<file path="src/rtl/i2c_bus_arbiter.sv">
`default_nettype none
// ============================================================================
// Module   : i2c_bus_arbiter
// Purpose  : Shares one I2C controller between NUM_REQ requesters. Picks a
//            requester round-robin, presents its address/direction/command/
//            data to the controller, fires a one-cycle start, waits for the
//            controller's data_valid and returns a one-cycle done pulse with
//            the read byte and ACK.
// Revision : 1.0 - initial release
// ----------------------------------------------------------------------------
// Ports
//   clk_in, rst_in          : clock (rising edge), async active-high reset
//   req_in   [N]            : per-requester level request, held until done
//   addr_in  [7N]           : 7-bit peripheral address, slice i = [7i+6:7i]
//   rw_in    [N]            : per-requester direction, 1 = read
//   cmd_in   [8N]           : per-requester command/register byte
//   wdata_in [8N]           : per-requester write data byte
//   grant_out[N]            : one-hot current owner of the controller
//   done_out [N]            : one-cycle completion pulse to the owner
//   rdata_out, ack_out      : read byte / ACK of last completed transaction
//   err_out                 : last completed transaction timed out
//   busy_out                : arbiter not idle
//   start_out, peripheral_addr_out, rw_out, command_byte_out,
//   data_byte_out           : toward the I2C controller
//   data_byte_in, ack_in,
//   data_valid_in           : from the I2C controller
// Configuration
//   I2C_ARB_TIMEOUT_EN      : when defined, a WAIT watchdog of TIMEOUT_CYCLES
//                             cycles ends a stuck transaction with err_out=1.
//                             When undefined, WAIT is unbounded and err_out
//                             is tied low.
// ============================================================================
module i2c_bus_arbiter #(
  parameter int NUM_REQ        = 4,
  parameter int TIMEOUT_CYCLES = 2_000_000
) (
  input  logic                 clk_in,
  input  logic                 rst_in,
  input  logic [NUM_REQ-1:0]   req_in,
  input  logic [7*NUM_REQ-1:0] addr_in,
  input  logic [NUM_REQ-1:0]   rw_in,
  input  logic [8*NUM_REQ-1:0] cmd_in,
  input  logic [8*NUM_REQ-1:0] wdata_in,
  output logic [NUM_REQ-1:0]   grant_out,
  output logic [NUM_REQ-1:0]   done_out,
  output logic [7:0]           rdata_out,
  output logic                 ack_out,
  output logic                 err_out,
  output logic                 busy_out,
  output logic                 start_out,
  output logic [6:0]           peripheral_addr_out,
  output logic                 rw_out,
  output logic [7:0]           command_byte_out,
  output logic [7:0]           data_byte_out,
  input  logic [7:0]           data_byte_in,
  input  logic                 ack_in,
  input  logic                 data_valid_in
);

  localparam int IDX_W = $clog2(NUM_REQ);

  typedef enum logic [1:0] {
    S_IDLE     = 2'd0,
    S_ISSUE    = 2'd1,
    S_WAIT     = 2'd2,
    S_COMPLETE = 2'd3
  } state_t;

  // Elaboration-time guard on the supported parameter range.
  if (NUM_REQ < 2 || NUM_REQ > 8 || TIMEOUT_CYCLES < 2) begin : g_param_check
    $error("i2c_bus_arbiter: NUM_REQ must be 2..8 and TIMEOUT_CYCLES >= 2");
  end

  // --------------------------------------------------------------------------
  // Unpack the flat per-requester buses into arrays for indexed selection.
  // --------------------------------------------------------------------------
  logic [6:0] addr_arr  [NUM_REQ];
  logic [7:0] cmd_arr   [NUM_REQ];
  logic [7:0] wdata_arr [NUM_REQ];

  for (genvar gi = 0; gi < NUM_REQ; gi++) begin : g_unpack
    assign addr_arr[gi]  = addr_in[7*gi +: 7];
    assign cmd_arr[gi]   = cmd_in[8*gi +: 8];
    assign wdata_arr[gi] = wdata_in[8*gi +: 8];
  end

  // --------------------------------------------------------------------------
  // State and datapath registers
  // --------------------------------------------------------------------------
  state_t             state_q,      state_d;
  logic [NUM_REQ-1:0] grant_q,      grant_d;
  logic [IDX_W-1:0]   owner_q,      owner_d;
  logic [IDX_W-1:0]   last_grant_q, last_grant_d;
  logic [6:0]         addr_q,       addr_d;
  logic               rw_q,         rw_d;
  logic [7:0]         cmd_q,        cmd_d;
  logic [7:0]         wdata_q,      wdata_d;
  logic [7:0]         rdata_q,      rdata_d;
  logic               ack_q,        ack_d;

  // --------------------------------------------------------------------------
  // Round-robin winner: the lowest requesting index strictly above
  // last_grant takes priority; if none, wrap and take the lowest requesting
  // index overall. The loops run high-to-low so the lowest index is the last
  // assignment and therefore wins.
  // --------------------------------------------------------------------------
  logic [IDX_W-1:0] winner_lo;
  logic [IDX_W-1:0] winner_hi;
  logic             found_hi;
  logic [IDX_W-1:0] winner;

  always_comb begin
    winner_lo = '0;
    winner_hi = '0;
    found_hi  = 1'b0;
    for (int i = NUM_REQ - 1; i >= 0; i--) begin
      if (req_in[i]) begin
        winner_lo = IDX_W'(i);
        if (i > int'(last_grant_q)) begin
          winner_hi = IDX_W'(i);
          found_hi  = 1'b1;
        end
      end
    end
    winner = found_hi ? winner_hi : winner_lo;
  end

`ifdef I2C_ARB_TIMEOUT_EN
  // Watchdog counter: cleared on the way into WAIT, counts WAIT cycles.
  localparam int CNT_W = $clog2(TIMEOUT_CYCLES);
  localparam logic [CNT_W-1:0] CNT_LAST = CNT_W'(TIMEOUT_CYCLES - 1);

  logic [CNT_W-1:0] cnt_q, cnt_d;
  logic             err_q, err_d;
`endif

  // --------------------------------------------------------------------------
  // Next-state and datapath logic
  // --------------------------------------------------------------------------
  always_comb begin
    state_d      = state_q;
    grant_d      = grant_q;
    owner_d      = owner_q;
    last_grant_d = last_grant_q;
    addr_d       = addr_q;
    rw_d         = rw_q;
    cmd_d        = cmd_q;
    wdata_d      = wdata_q;
    rdata_d      = rdata_q;
    ack_d        = ack_q;
`ifdef I2C_ARB_TIMEOUT_EN
    cnt_d        = cnt_q;
    err_d        = err_q;
`endif

    case (state_q)
      S_IDLE: begin
        if (|req_in) begin
          // Capture the winner's request once; the controller outputs then
          // stay frozen for the whole transaction even if the requester
          // changes its inputs or drops its request.
          owner_d = winner;
          grant_d = NUM_REQ'(1) << winner;
          addr_d  = addr_arr[winner];
          rw_d    = rw_in[winner];
          cmd_d   = cmd_arr[winner];
          wdata_d = wdata_arr[winner];
          state_d = S_ISSUE;
        end
      end

      S_ISSUE: begin
`ifdef I2C_ARB_TIMEOUT_EN
        cnt_d   = '0;
`endif
        state_d = S_WAIT;
      end

      S_WAIT: begin
        if (data_valid_in) begin
          rdata_d = data_byte_in;
          ack_d   = ack_in;
`ifdef I2C_ARB_TIMEOUT_EN
          err_d   = 1'b0;
`endif
          state_d = S_COMPLETE;
        end
`ifdef I2C_ARB_TIMEOUT_EN
        else if (cnt_q == CNT_LAST) begin
          rdata_d = 8'h00;
          ack_d   = 1'b0;
          err_d   = 1'b1;
          state_d = S_COMPLETE;
        end else begin
          cnt_d = cnt_q + CNT_W'(1);
        end
`endif
      end

      S_COMPLETE: begin
        last_grant_d = owner_q;
        grant_d      = '0;
        state_d      = S_IDLE;
      end

      default: begin
        state_d = S_IDLE;
      end
    endcase
  end

  always_ff @(posedge clk_in or posedge rst_in) begin
    if (rst_in) begin
      state_q      <= S_IDLE;
      grant_q      <= '0;
      owner_q      <= '0;
      // Starting from the top index makes requester 0 the first winner.
      last_grant_q <= IDX_W'(NUM_REQ - 1);
      addr_q       <= '0;
      rw_q         <= 1'b0;
      cmd_q        <= '0;
      wdata_q      <= '0;
      rdata_q      <= '0;
      ack_q        <= 1'b0;
    end else begin
      state_q      <= state_d;
      grant_q      <= grant_d;
      owner_q      <= owner_d;
      last_grant_q <= last_grant_d;
      addr_q       <= addr_d;
      rw_q         <= rw_d;
      cmd_q        <= cmd_d;
      wdata_q      <= wdata_d;
      rdata_q      <= rdata_d;
      ack_q        <= ack_d;
    end
  end

`ifdef I2C_ARB_TIMEOUT_EN
  always_ff @(posedge clk_in or posedge rst_in) begin
    if (rst_in) begin
      cnt_q <= '0;
      err_q <= 1'b0;
    end else begin
      cnt_q <= cnt_d;
      err_q <= err_d;
    end
  end

  assign err_out = err_q;
`else
  assign err_out = 1'b0;
`endif

  // --------------------------------------------------------------------------
  // Outputs. start/done/busy decode directly from the state register, so the
  // asynchronous reset clears them immediately along with the state.
  // --------------------------------------------------------------------------
  assign start_out           = (state_q == S_ISSUE);
  assign done_out            = (state_q == S_COMPLETE) ? grant_q : '0;
  assign busy_out            = (state_q != S_IDLE);
  assign grant_out           = grant_q;
  assign peripheral_addr_out = addr_q;
  assign rw_out              = rw_q;
  assign command_byte_out    = cmd_q;
  assign data_byte_out       = wdata_q;
  assign rdata_out           = rdata_q;
  assign ack_out             = ack_q;

endmodule
`default_nettype wire

</file>
<file path="config.mk">
export PLATFORM = sky130hd
export DESIGN_NAME = i2c_bus_arbiter
export DESIGN_NICKNAME = d
export VERILOG_FILES = /design/src/rtl/i2c_bus_arbiter.sv
export SDC_FILE = /design/constraint.sdc
export NUM_CORES = 1
export LEC_CHECK = 0
export BUFFER_PORTS_ARGS = -buffer_cell sky130_fd_sc_hd__buf_4
export CORE_MARGIN = 3
export CORE_UTILIZATION = 39
export DETAILED_ROUTE_END_ITERATION = 16
export PLACE_DENSITY = 0.77
export SLEW_MARGIN = 0
export SYNTH_ARGS = -nofsm -noshare
export SYNTH_HDL_FRONTEND = slang
export SYNTH_SLANG_ARGS = --single-unit
</file>
<file path="constraint.sdc">
create_clock -name clk_in -period 1.85 [get_ports clk_in]
set_input_delay 0.185 -clock clk_in [delete_from_list [all_inputs] [get_ports clk_in]]
set_output_delay 0.185 -clock clk_in [all_outputs]
set_load 0.1 [all_outputs]
</file>
==> flow_summary.json <==
{
  "syn-cell-area_mm2": 0.002490,
  "grt_pass1_vias": 2603,
  "setup_violations": 11,
  "h-tree-depth": 2,
  "fin_ws_ps": -40.47,
  "synth_area_leader_cell": "dfrtp_1",
  "num-fill-cells": 486,
  "clkSinkCount": 43,
  "grt_pass1_wl_mm": 12.39,
  "grt_max_degree": 43,
  "fmax_mhz": 529.0,
  "r2r_start": "last_grant_q[0]$_DFFE_PP1P_",
  "num_io_pins": 156,
  "grt.overflow.total": 0,
  "die-area_mm2": 0.007379,
  "hold_path.class": "in2reg",
  "core_mm2": 0.006061,
  "syn2layout_area_growth_pct": 63.87,
  "cts_tree": "built",
  "drt-wirelength-per-cell_um": 17.24,
  "numCtsBuffers": 5,
  "rows": 28,
  "clock_path_buffers": 2,
  "yosysMostFrequentCell": "dfrtp_1",
  "fin_hold_ws_ps": 117.7,
  "slowest_stage": "dfstp_2",
  "final_cells": 471,
  "ys.flop_type": "dfrtp_1",
  "min_from": "data_byte_in[2]",
  "netlist_instances": 233,
  "dp_cells": 458,
  "yosys_register_bits": 43,
  "postRouteAntennaNets": 0,
  "viasPerCell": 5.397,
  "worst-setup-path-type": "reg2reg",
  "avgSynthCellArea_um2": 10.69,
  "yosysWarnings": 0,
  "cpPeakStageDelay_ps": 570,
  "hpwlAfterDp_mm": 5.915,
  "violations": "setup timing",
  "worst-path-buf-inv": 1,
  "fin_skew_ps": 6.299,
  "vias": 2542,
  "cp_cell_sequence": "nand2b_4 -> o221a_4 -> buf_12 -> mux2_4 -> a222oi_1 -> a21oi_1",
  "grt_use_total": 0.2109,
  "final_net_count": 512,
  "required_ps": 2010,
  "die_w_um": 85.90,
  "clk_latency_ps": 290,
  "first_iter_violations": 154,
  "antenna_found_initial": 0,
  "final_util": 0.6732,
  "maxCapViolCount": 0,
  "synth.area.top_cells": "dfrtp_1, mux2_2, mux2_4",
  "max_slew_margin": 0.6370,
  "root_buffer": "clkbuf_8",
  "place_congestion": 0.9213,
  "drc": 0,
  "arrival_ps": 2050,
  "crit_start": "last_grant_q[0]$_DFFE_PP1P_",
  "end_kind": "flop",
  "synth-edff-count": 0,
  "synth_cell_types": 36,
  "status": "finished, violations left",
  "yosysTopAreaCellShare": 0.4121,
  "synth_nets": 350,
  "critical-path-top-delay-family": "flip-flops",
  "finalMaxSlewViolations": 0,
  "initial_utilization": 0.4108,
  "period_share": 1.022,
  "drive_above_1_share": 0.5833,
  "tightest_slew_ps": 543.7,
  "synthArstFlopShare": 1.000,
  "tns_ps": -152.2,
  "synth_common_cells": "dfrtp_1, nor2_1, a21oi_1",
  "io_buffers": 154,
  "cp-start-kind": "flop",
  "cts.reportedPaths.clkPinSlew_ps": 80,
  "min_period_ps": 1890,
  "hold_viol_final": 0,
  "wl_mm": 8.119,
  "die_h_um": 85.90,
  "num_antenna_cells": 0,
  "rsz0062_at_grt": "yes",
  "dr.pass1.iters": 5,
  "worstPathMaxFanout": 13,
  "ys_seq_area_frac": 0.4332
}
-- flip-flops by register name (all words and copies together), names as in the netlist --
| signal | count |
|---|---|
| command_byte_out | 8 |
| data_byte_out | 8 |
| rdata_out | 8 |
| peripheral_addr_out | 7 |
| grant_out | 4 |
| last_grant_q | 2 |
| owner_q | 2 |
| state_q | 2 |
| ack_out | 1 |
| rw_out | 1 |
-- through the flow --
stage                     setup slack [ps]  cell area (um2)
after floorplan                     -94.77             2564
after global placement              -46.29             3835
after detailed placement            -112.4             3835
after CTS                           -56.90             4006
after global routing                -156.6             4080
final                               -40.47             4080
-- placed cells by master, fill, tap and decap left out, types with 3 or more instances in the layout --
cell	netlist	final
nor2_1	29	27
o22a_1	8	8
a221o_1	8	8
mux2_2	16	11
buf_4	3	163
mux2i_1	9	9
nor2_4	0	4
buf_12	0	4
inv_1	7	3
a22o_1	3	3
a21oi_1	21	19
o21ai_0	4	4
dfrtp_1	41	41
ha_1	5	3
a222oi_1	16	16
inv_2	0	3
mux2_4	11	16
nand2_1	12	12
clkbuf_8	0	6
and2_2	0	4
-- cells by family (layout without fill, tap and decap cells) --
family | count (synthesis) | count (layout) | synth area share
AND/OR/NAND/NOR | 55 | 57 | 0.09849
adder cells (fa/ha/maj) | 5 | 5 | 0.02513
buffers and inverters | 24 | 185 | 0.05075
AO/OA/AOI/OAI | 69 | 69 | 0.2161
other | 1 | 1 | 0.001506
flip-flops | 43 | 43 | 0.4332
multiplexers | 36 | 36 | 0.1749
-- worst paths after layout --
check | cells after the start | to | slack [ps]
min in group asynchronous | 3 | owner_q[0]$_DFFE_PP0P_ | 490
min | 2 | rdata_out[2]$_DFFE_PP0P_ | 120
max in group asynchronous | 4 | rdata_out[4]$_DFFE_PP0P_ | 850
max reg2reg | 6 | command_byte_out[3]$_DFFE_PP0P_ | -40
max | 6 | command_byte_out[3]$_DFFE_PP0P_ | -40
min reg2reg | 2 | owner_q[0]$_DFFE_PP0P_ | 490
-- final cells by class --
cell class              instances  area [um2]  share of cell area
flip-flops and latches         43        1079              0.2643
well taps                      75       93.84             0.02300
multi-input cells             168        1424              0.3490
repair buffers                170        1336              0.3275
clock buffers                   6       82.58             0.02024
clock inverters                 2       35.03            0.008586
inverters                       7       30.03            0.007360
-- worst register-to-register path, cell delays in order (launching register included) --
cell and delay [ps]:
dfstp_2 570, nand2b_4 150, o221a_4 210, buf_12 160
mux2_4 310, a222oi_1 240, a21oi_1 110
-- per-layer routing --
| layer | GRT usage | wire (um) |
|---|---|---|
| met1 | 0.2597 | 3304 |
| met3 | 0.06148 | 794 |
| met4 | 0.05612 | 84 |
| met5 | 0 | 0 |
| met2 | 0.3602 | 3936 |
-- repair_timing --
item / in CTS / in global routing
setup buffers: 1 / 1
gates resized for setup: 8 / 12
endpoints found under the setup margin: 18 / 28
hold endpoints to repair: 19 / 0
pin swaps: 2 / 12
cloned: 0 / 2
hold buffers: 1 / 0
Power is left out: the tool's default activity adds up to more than one toggle a clock period on the data nets, which glitch-free logic cannot reach.
